## config.mk

```make
export PLATFORM = sky130hd
export DESIGN_NAME = cpu_pipe
export DESIGN_NICKNAME = d
export VERILOG_FILES = /design/src/rtl/cpu_pipe.sv
export SDC_FILE = /design/constraint.sdc
export NUM_CORES = 1
export LEC_CHECK = 0
export CORE_UTILIZATION = 55
export DETAILED_ROUTE_END_ITERATION = 8
export GPL_ROUTABILITY_DRIVEN = 0
export PLACE_DENSITY = 0.76
export SLEW_MARGIN = 20
export SYNTH_ARGS = -nofsm -noshare
export SYNTH_HDL_FRONTEND = slang
export SYNTH_SLANG_ARGS = --single-unit
```

## constraint.sdc

```tcl
create_clock -name clk -period 5.5 [get_ports clk]
set_input_delay 1.1 -clock clk [delete_from_list [all_inputs] [get_ports clk]]
set_output_delay 1.1 -clock clk [all_outputs]
set_load 0.02 [all_outputs]
```

## src/rtl/cpu_pipe.sv

```systemverilog
// Three-stage (fetch / execute / writeback) pipelined CPU core with writeback
// forwarding, hard-wired r0, global stall enable, sticky HALT and debug read port.
module cpu_pipe #(
   parameter int DATA_W = 16,
   parameter int PC_W   = 8
) (
   input  logic              clk,
   input  logic              reset,
   input  logic              en,
   output logic [PC_W-1:0]   imem_addr,
   input  logic [15:0]       imem_ins,
   output logic              halted,
   output logic              wb_valid,
   output logic [2:0]        wb_reg,
   output logic [DATA_W-1:0] wb_data,
   input  logic [2:0]        dbg_addr,
   output logic [DATA_W-1:0] dbg_data
);

   localparam int SH_W = $clog2(DATA_W);

   localparam logic [6:0] OP_ADD  = 7'd1;
   localparam logic [6:0] OP_SUB  = 7'd2;
   localparam logic [6:0] OP_AND  = 7'd3;
   localparam logic [6:0] OP_OR   = 7'd4;
   localparam logic [6:0] OP_XOR  = 7'd5;
   localparam logic [6:0] OP_SLL  = 7'd6;
   localparam logic [6:0] OP_SRL  = 7'd7;
   localparam logic [6:0] OP_LDI  = 7'd8;
   localparam logic [6:0] OP_HALT = 7'h7F;

   logic [PC_W-1:0]   pc_reg;
   logic [15:0]       ifex_ins_reg;
   logic              exwb_valid_reg;
   logic [2:0]        exwb_reg_reg;
   logic [DATA_W-1:0] exwb_data_reg;
   logic              halted_reg;
   logic [DATA_W-1:0] regs_reg [8];

   logic [6:0]        ex_op;
   logic [2:0]        ex_rd;
   logic              ex_is_halt;
   logic [DATA_W-1:0] alu_res;
   logic              alu_wr;
   logic              exwb_valid_next;

   assign ex_op      = ifex_ins_reg[15:9];
   assign ex_rd      = ifex_ins_reg[2:0];
   assign ex_is_halt = (ex_op == OP_HALT);

   // Operand 0 is rs1, operand 1 is rs2; a live writeback to the same
   // non-zero register overrides the regfile value.
   genvar gi;
   generate
      for (gi = 0; gi < 2; gi++) begin : g_operand
         logic [2:0]        sel;
         logic [DATA_W-1:0] val;
         assign sel = (gi == 0) ? ifex_ins_reg[8:6] : ifex_ins_reg[5:3];
         assign val = (sel == 3'd0) ? '0 :
                      (exwb_valid_reg && (exwb_reg_reg == sel)) ? exwb_data_reg :
                      regs_reg[sel];
      end
   endgenerate

   always_comb begin
      alu_res = '0;
      alu_wr  = 1'b1;
      case (ex_op)
         OP_ADD:  alu_res = g_operand[0].val + g_operand[1].val;
         OP_SUB:  alu_res = g_operand[0].val - g_operand[1].val;
         OP_AND:  alu_res = g_operand[0].val & g_operand[1].val;
         OP_OR:   alu_res = g_operand[0].val | g_operand[1].val;
         OP_XOR:  alu_res = g_operand[0].val ^ g_operand[1].val;
         OP_SLL:  alu_res = g_operand[0].val << g_operand[1].val[SH_W-1:0];
         OP_SRL:  alu_res = g_operand[0].val >> g_operand[1].val[SH_W-1:0];
         OP_LDI:  alu_res = DATA_W'(ifex_ins_reg[8:3]);
         default: alu_wr  = 1'b0;
      endcase
      exwb_valid_next = alu_wr && (ex_rd != 3'd0);
   end

   // Fetch and pipeline registers; HALT squashes the next fetch and freezes PC.
   always_ff @(posedge clk or negedge reset) begin
      if (!reset) begin
         pc_reg         <= '0;
         ifex_ins_reg   <= '0;
         exwb_valid_reg <= 1'b0;
         exwb_reg_reg   <= '0;
         exwb_data_reg  <= '0;
         halted_reg     <= 1'b0;
      end else if (en) begin
         exwb_valid_reg <= exwb_valid_next;
         exwb_reg_reg   <= ex_rd;
         exwb_data_reg  <= alu_res;
         if (ex_is_halt) begin
            ifex_ins_reg <= '0;
            halted_reg   <= 1'b1;
         end else if (!halted_reg) begin
            pc_reg       <= pc_reg + PC_W'(1);
            ifex_ins_reg <= imem_ins;
         end
      end
   end

   // Writes with rd=0 never become valid, so r0 is never written here.
   always_ff @(posedge clk or negedge reset) begin
      if (!reset) begin
         for (int i = 0; i < 8; i++) regs_reg[i] <= '0;
      end else if (en && exwb_valid_reg) begin
         regs_reg[exwb_reg_reg] <= exwb_data_reg;
      end
   end

   assign imem_addr = pc_reg;
   assign halted    = halted_reg;
   assign wb_valid  = exwb_valid_reg;
   assign wb_reg    = exwb_reg_reg;
   assign wb_data   = exwb_data_reg;
   assign dbg_data  = (dbg_addr == 3'd0) ? '0 : regs_reg[dbg_addr];

endmodule
```

# After elaboration in Yosys (flattened, before gate mapping)
# Cells that the tools add are included.
totals:
  reg_bits: 173
  inputBits: 22
  output_inout_bits: 45
  word_cells: 79
classes:
  add_sub_neg: 3
  n_lt_le_gt_ge: 5
  eq_ne: 12
  shifts: 2
  n_mux: 21
  bitwise_logic: 9
  reduce_logical: 13
ops:
  columns: ["operator", "n"]
  rows:
  - ["$mux 16", 14]
  - ["$bmux 16 s3", 3]
  - ["$bwmux 128", 1]
  - ["$pmux 16 s8", 1]
  - ["$demux 16 s3", 1]
  - ["$eq 7x3->1 const B", 4]
  - ["$add 16x16->16", 1]
  - ["$and 16x16->16", 1]
  - ["$ge 4x4->1 const B", 4]
  - ["$not 3->4", 4]
  - ["$or 16x16->16", 1]
  - ["$shl 16x4->16", 1]
  - ["$shr 16x4->16", 1]
  - ["$sub 16x16->16", 1]
  - ["$xor 16x16->16", 1]
  - ["$eq 7x2->1 const B", 2]
  - ["$logic_not 3->1", 3]
  - ["$add 8x1->8 const B", 1]
  - ["$reduce_or 8->1", 1]
  - ["$eq 7x1->1 const B", 1]
  - ["$eq 7x4->1 const B", 1]
  - ["$eq 7x7->1 const B", 1]
  - ["$eq 3x3->1", 2]
  - ["$logic_and 1x1->1", 5]
  - ["7 further kinds", 9]

# Logic depth before layout (Yosys ltp)
# Gate-level depths: netlist of the first run.
logic_depth:
  depth_word: 8
  ltp_mapped: 21
  mapped_depth_nobuf: 18

# Least setup slack after synthesis of the first run
# Ideal clock, no wire load.
synth_timing:
  kind: "register to register"
  start: "register exwb_reg_reg[1], in the netlist wb_reg[1]"
  end: "register exwb_data_reg[12], in the netlist wb_data[12]"
  setup_ps: 77
  arrival_time_ps: 4093
  required_time_ps: 5423
  path_slack_ps: 1329
  stages_incl_launch_ff: 20
  path_buffers: 4
  period_less_slack_ps: 4171
  cell_sequence: "dfrtp_1 -> buf_2 -> xnor2_1 -> nand4_1 -> buf_2 -> buf_2 -> o211a_1 -> clkinv_1 -> clkbuf_1 -> nand3_1 -> o21ai_0 -> xnor2_1 -> ha_1 -> or2_2 -> a21oi_1 -> a21oi_1 -> a31oi_1 -> o211ai_1 -> nand3b_1 -> a21oi_1"
synth_via:
  elab_chain_len: 6
  word_cells_on_any_way: 16
  classes_between: "add/sub (2); eq/ne (2); shift (2); mux (5); bitwise (3); reduce/logical (2)"
synth_rtl:
  columns: ["element", "line", "source"]
  rows:
  - ["from (decl)", "35", "logic [2:0] exwb_reg_reg;"]
  - ["from (signal assigned)", "93", "exwb_reg_reg <= ex_rd;"]
  - ["$eq 3x3->1", "60", "(exwb_valid_reg && (exwb_reg_reg == sel)) ? exwb_data_reg :"]
  - ["$logic_and 1x1->1", "60", null]
  - ["$mux 16", "60", null]
  - ["$mux 16", "59", "assign val = (sel == 3'd0) ? '0 :"]
  - ["$sub 16x16->16, or another cell as far along", "70", "OP_SUB: alu_res = g_operand[0].val - g_operand[1].val;"]
  - ["$pmux 16 s8 (*)", "68", "case (ex_op)"]
  - ["to (signal assigned)", "94", "exwb_data_reg <= alu_res;"]
  - ["to (decl)", "36", "logic [DATA_W-1:0] exwb_data_reg;"]
# Mark *: on every way between the ends. The rest lies on a longest branch, timed or not.
# A chain may end at the register's enable or synchronous reset.

# Final worst setup path of the first run
layout_timing:
  start: "register ifex_ins_reg[3]"
  end: "register exwb_data_reg[14], in the netlist wb_data[14]"
layout_via:
  elab_chain_len: 8
  word_cells_on_any_way: 17
  classes_between: "add/sub (2); eq/ne (1); shift (2); mux (6); bitwise (4); reduce/logical (2)"
layout_rtl:
  columns: ["element", "line", "source"]
  rows:
  - ["from (decl)", "33", "logic [15:0] ifex_ins_reg;"]
  - ["from (signal assigned)", "100", "ifex_ins_reg <= imem_ins;"]
  - ["$not 3->4 (implied by the code)", "61", "regs_reg[sel];"]
  - ["$bmux 16 s3", "61", null]
  - ["$mux 16 (implied by the code) (2 in series)", "61", null]
  - ["$mux 16", "60", null]
  - ["$mux 16 (*)", "59", null]
  - ["$sub 16x16->16, or another cell as far along", "70", null]
  - ["$pmux 16 s8 (*)", "68", null]
# Mark *: on every way between the ends. The rest lies on a longest branch, timed or not. The select of a mux whose other input is x is not followed.

==> impl_metrics.ini, run 1 <==
[setup_path]
r2r_start = ifex_ins_reg[3]
path_max_fanout = 25
end_kind = flip-flop
worst_setup_path_start_kind = flip-flop
crit_required_ns = 5.81
worstSetupPathType = reg -> reg
cp.arrival_ns = 5.17
reg2reg_depth = 16
r2r_slack_ns = 0.64
r2r_end = wb_data[14]

[pwr]
leakage_nw = 6.41
powerDensity_nw_per_um2 = 217
fin_total_pwr_mw = 3.18
ir_drop_mv = 0.200

[floorplan]
initial_utilization_pct = 56.1
rows = 56
die_h_um = 157
die_area_sq_um = 24500
boundaryPins = 67
die_x_um = 157
core_area_sq_um = 23500

[cts]
clkTransAtPathRegs_ns = 0.08
cts_resized = 0
cts_sinks = 173
clk_path_buf_depth = 2
insertion_delay_ns = 0.45
clockRootBuffer = clkbuf_16
cts_tree = done
cts-htree-levels = 4
cts_setup_buffers = 0
ctsHoldBuffers = 0
cts_buffers = 17

[logic_synthesis]
synth_flop_cell = dfrtp_1
async_reset_ff_share_pct = 100
synth_edf_count = 0
synth_fp_nets = 1276
ys_types = 65
yosysWarningCount = 0
synth_seq_cells = 173
postSynthAreaPerCell_sq_um = 10.9
synthCells = 1204
seq_area_frac_synth_pct = 32.9
netlist_area_sq_um = 13200

[sta]
maxSlewViolCount = 0
worstMarginPinSlew_ns = 1.14
period_share_pct = 88.4
holdWs_ns = 0.475
grt_setup_unrepaired = false
finalHoldViolations = 0
fin_setup_tns_ns = 0
fmax_mhz = 206
slew_headroom_pct = 23.6
setup_viol = 0
finalCriticalPeriod_ns = 4.86
clock_skew_ns = 0.0147

[placed_design]
postPlaceCellArea_sq_um = 14000
dpl.hpwl_um = 27200
io_buffer_count = 66

[layout]
regArea_sq_um = 4330
drive_gt1_share_pct = 26.8
antenna_cells = 0
fin_area_sq_um = 14700
multi_input_area_sq_um = 8150
layout_commonest_cell = dfrtp_1
nFillCells = 1853
area_growth_pct = 11.4
nets = 1298
largest_register_ffs = 128
final_cell_mix = dfrtp_1 (171), mux2_2 (163), mux4_2 (78)

[drt]
wl_um = 39800
vias = 10800
viasPerCell = 6.95
remaining_drc_errors = 0
drt_pass1_iterations = 9
wl_per_cell_um = 25.5
drt_iter0_drc = 1202
detail-route-antenna-nets = 0

[worst_hold_path]
min_to = imem_addr[7]
hold_class = reg -> reg
hold-path-cell-count = 1
hold_path.startpoint = imem_addr[7]

[grt]
grt_max_degree = 89
antenna_found_initial = 0
grt_pass1_wl_um = 62200
first_global_vias = 10700
grt_use_total_pct = 33.8
grt_overflow = 0

[job]
cap_violations = 0

[run_status]
status = finished clean
-- layer usage --
metal | part of all wire [%] | GRT usage (%) | wire, um
met5 | 0 | 0 | 0
met3 | 9.4 | 6.01 | 3740
met2 | 47 | 53.1 | 18700
met4 | 3.6 | 15.2 | 1440
met1 | 40 | 45.6 | 15900
-- Yosys cell counts (all sizes together) (33+ instances only) --
master,number,area [sq um]
ha,49,613
a21oi,60,300
mux4,78,1760
clkbuf,58,218
mux2i,78,793
nor2,44,173
mux2,164,1850
dfrtp,173,4330
inv,53,201
o21ai,51,255
nand2,65,244
buf,44,260
xnor2,33,289
-- how the worst max path moves through the flow --
stage / start / end / slack, ns
floorplan: wb_reg[1] / wb_data[12] / 1.33
finish: ifex_ins_reg[3] / wb_data[14] / 0.64
global route: ifex_ins_reg[3] / wb_data[14] / 0.36
global placement: ifex_ins_reg[3] / wb_data[15] / 0.81
CTS: ifex_ins_reg[3] / wb_data[14] / 0.68
detailed placement: ifex_ins_reg[3] / wb_data[14] / 0.71
-- cell type report --
cell class              instances  area share, %
multi-input cells             874           55.6
flip-flops and latches        173           29.5
repair buffers                105           6.48
clock buffers                  18           3.00
well taps                     319           2.72
inverters                      55           1.43
clock inverters                14           1.25
-- critical path, cell delays in order, from the launching register on --
cell,delay (ns)
dfrtp_2,0.77
mux4_2,0.60
mux2_2,0.32
mux2i_4,0.22
nor2_4,0.08
buf_4,0.30
ha_1,0.27
fa_1,0.46
nor2b_1,0.12
o21ai_0,0.12
a21oi_1,0.21
o21ai_0,0.15
a21oi_1,0.25
a31oi_1,0.20
o211ai_1,0.30
mux2i_1,0.24
a32oi_1,0.11
-- per-stage QoR --
step | std cells | util [%] | setup slack, ns
floorplan | 1204 | - | 1.33
global placement | 1526 | 59.8 | 0.809
detailed placement | 1526 | 59.8 | 0.711
CTS | 1558 | 62.4 | 0.682
global route | 1558 | 62.5 | 0.360
finish | 1558 | 62.5 | 0.635
-- where the power goes --
group | total [mW] | switching [mW] | internal, mW | leakage, nW
clock network | 1.30 | 0.596 | 0.703 | 0.296
logic | 0.555 | 0.327 | 0.228 | 3.73
registers | 1.33 | 0.0405 | 1.29 | 2.39
-- logic make-up (layout without fill, tap and decap cells) --
| logic type | count (synthesis) | in the layout | share of synthesized area [%] |
|---|---|---|---|
| muxes | 320 | 320 | 33.4 |
| AOI/OAI and AO/OA | 259 | 259 | 13.4 |
| and+or+nand+nor | 206 | 206 | 7.61 |
| DFF | 173 | 173 | 32.9 |
| buffers and inverters | 157 | 192 | 5.22 |
| adders and majority gates | 50 | 50 | 4.81 |
| xor gates and xnor gates | 39 | 39 | 2.60 |
Note: power is estimated with default switching activity, not from simulation.
==> run 2: changes to the inputs <==
--- a/config.mk
+++ b/config.mk
@@ -5,10 +5,12 @@
 export SDC_FILE = /design/constraint.sdc
 export NUM_CORES = 1
 export LEC_CHECK = 0
-export CORE_UTILIZATION = 55
+export CORE_UTILIZATION = 60
+export CTS_BUF_LIST = sky130_fd_sc_hd__clkbuf_16
 export DETAILED_ROUTE_END_ITERATION = 8
 export GPL_ROUTABILITY_DRIVEN = 0
-export PLACE_DENSITY = 0.76
+export PLACE_DENSITY = 0.82
+export RECOVER_POWER = 50
 export SLEW_MARGIN = 20
 export SYNTH_ARGS = -nofsm -noshare
 export SYNTH_HDL_FRONTEND = slang
==> impl_metrics.ini, run 2 (synthesis results as in run 1) <==
[run_status]
status = finished clean

[sta]
worstMarginPinSlew_ns = 1.34
clock_skew_ns = 0.0213
fmax_mhz = 205
finalCriticalPeriod_ns = 4.89
grt_setup_unrepaired = false
finalHoldViolations = 0
maxSlewViolCount = 0
period_share_pct = 88.9
setup_viol = 0
slew_headroom_pct = 10.7
fin_setup_tns_ns = 0

[setup_path]
cp.arrival_ns = 5.17
r2r_end = wb_data[14]
r2r_slack_ns = 0.61
worst_setup_path_start_kind = flip-flop
crit_path_end = wb_data[14]
worstSetupPathType = reg -> reg
end_kind = flip-flop
r2r_start = ifex_ins_reg[4]
startpoint = ifex_ins_reg[4]
reg2reg_depth = 18
path_max_fanout = 27
crit_required_ns = 5.78

[placed_design]
io_buffer_count = 66
postPlaceCellArea_sq_um = 14000
dpl.hpwl_um = 26900
dpl.cell_count = 1485

[floorplan]
core_area_sq_um = 21300
rows = 53
boundaryPins = 67
initial_utilization_pct = 61.8
die_area_sq_um = 22500
die_h_um = 150
die_x_um = 150

[pwr]
ir_drop_mv = 0.195
fin_total_pwr_mw = 3.06
leakage_nw = 6.41
powerDensity_nw_per_um2 = 210

[grt]
antenna_found_initial = 0
first_global_vias = 10900
grt_pass1_wl_um = 61300
grt_max_degree = 174
grt_overflow = 0
grt_use_total_pct = 36.2

[layout]
drive_gt1_share_pct = 26.4
fin_area_sq_um = 14600
multi_input_area_sq_um = 8140
antenna_cells = 0
layout_commonest_cell = dfrtp_1
final_cell_mix = dfrtp_1 (171), mux2_2 (163), mux4_2 (78)
regArea_sq_um = 4330
area_growth_pct = 10.6
nets = 1301
largest_register_ffs = 128
fin_cells = 1517
nFillCells = 1505

[drt]
viasPerCell = 7.19
wl_um = 39300
detail-route-antenna-nets = 0
wl_per_cell_um = 25.9
drt_iter0_drc = 1377
remaining_drc_errors = 0
drt_pass1_iterations = 6
vias = 10900

[cts]
cts_tree = done
cts_setup_buffers = 0
clockRootBuffer = clkbuf_16
ctsHoldBuffers = 0
clkTransAtPathRegs_ns = 0.07
clk_path_buf_depth = 2
cts_resized = 0
cts_buffers = 17
insertion_delay_ns = 0.45
cts_sinks = 173
cts-htree-levels = 4

[job]
cap_violations = 0

[worst_hold_path]
hold_class = reg -> reg
hold-path-cell-count = 1
[run 2: cell types whose count changed in the layout (fill, tap and decap cells not counted), moves of 2 or more]
cell             change
clkdlybuf4s50_1     -12
dlygate4sd3_1       +12
bufinv_16            -2
inv_6                +2
clkinv_1             +3
clkbuf_1             +3
[run 2: where the power goes]
part	leakage [nW]	internal (mW)	switching [mW]
Clock	0.268	0.594	0.579
Sequential	2.39	1.29	0.0334
Combinational	3.76	0.230	0.337
[run 2: layout make-up]
class | instances | area share (%)
clock buffer | 17 | 2.92
clock inverter | 15 | 0.911
inverter | 55 | 1.44
multi-input combinational | 874 | 55.9
sequential | 173 | 29.8
tap | 275 | 2.36
timing repair buffer | 108 | 6.66
[run 2: worst max-delay path, cell delays in order, from the launching register on]
cell	delay [ns]
dfrtp_1	0.50
buf_4	0.34
mux4_2	0.27
mux2_2	0.20
mux2i_4	0.09
nor2_4	0.66
inv_4	0.24
nor2_1	0.18
xnor2_1	0.13
fa_1	0.45
nor2b_1	0.12
o21ai_0	0.10
a21oi_1	0.19
o21ai_0	0.16
a21oi_1	0.28
a31oi_1	0.20
o211ai_1	0.27
mux2i_1	0.23
a32oi_1	0.11
[run 2: worst min path at each step]
| stage | start | to | slack (ns) |
|---|---|---|---|
| after floorplan | regs_reg[115] | regs_reg[115] | 0.46 |
| after global placement | imem_addr[7] | imem_addr[7] | 0.46 |
| after detailed placement | imem_addr[7] | imem_addr[7] | 0.48 |
| after CTS | imem_addr[7] | imem_addr[7] | 0.49 |
| after global routing | imem_addr[7] | imem_addr[7] | 0.51 |
| final | imem_addr[7] | imem_addr[7] | 0.48 |
[run 2: layer usage]
layer,share of wire [%],up-vias,routed length [um],GRT usage (%)
met3,11,177,4230,8.32
met4,4.4,0,1730,18.4
met2,46,762,18100,55.3
met5,0,-,0,0
met1,39,5350,15200,48.4
li1,-,4620,-,-
[run 2: per-stage QoR]
stage          setup slack, ns  util [%]  hold WS, ns
6_report                 0.611      68.4        0.481
5_1_grt                  0.412      68.4        0.515
4_1_cts                  0.694      68.5        0.493
3_5_place_dp             0.721      65.8        0.480
3_3_place_gp             0.857      65.8        0.462
2_1_floorplan             1.33         -        0.462
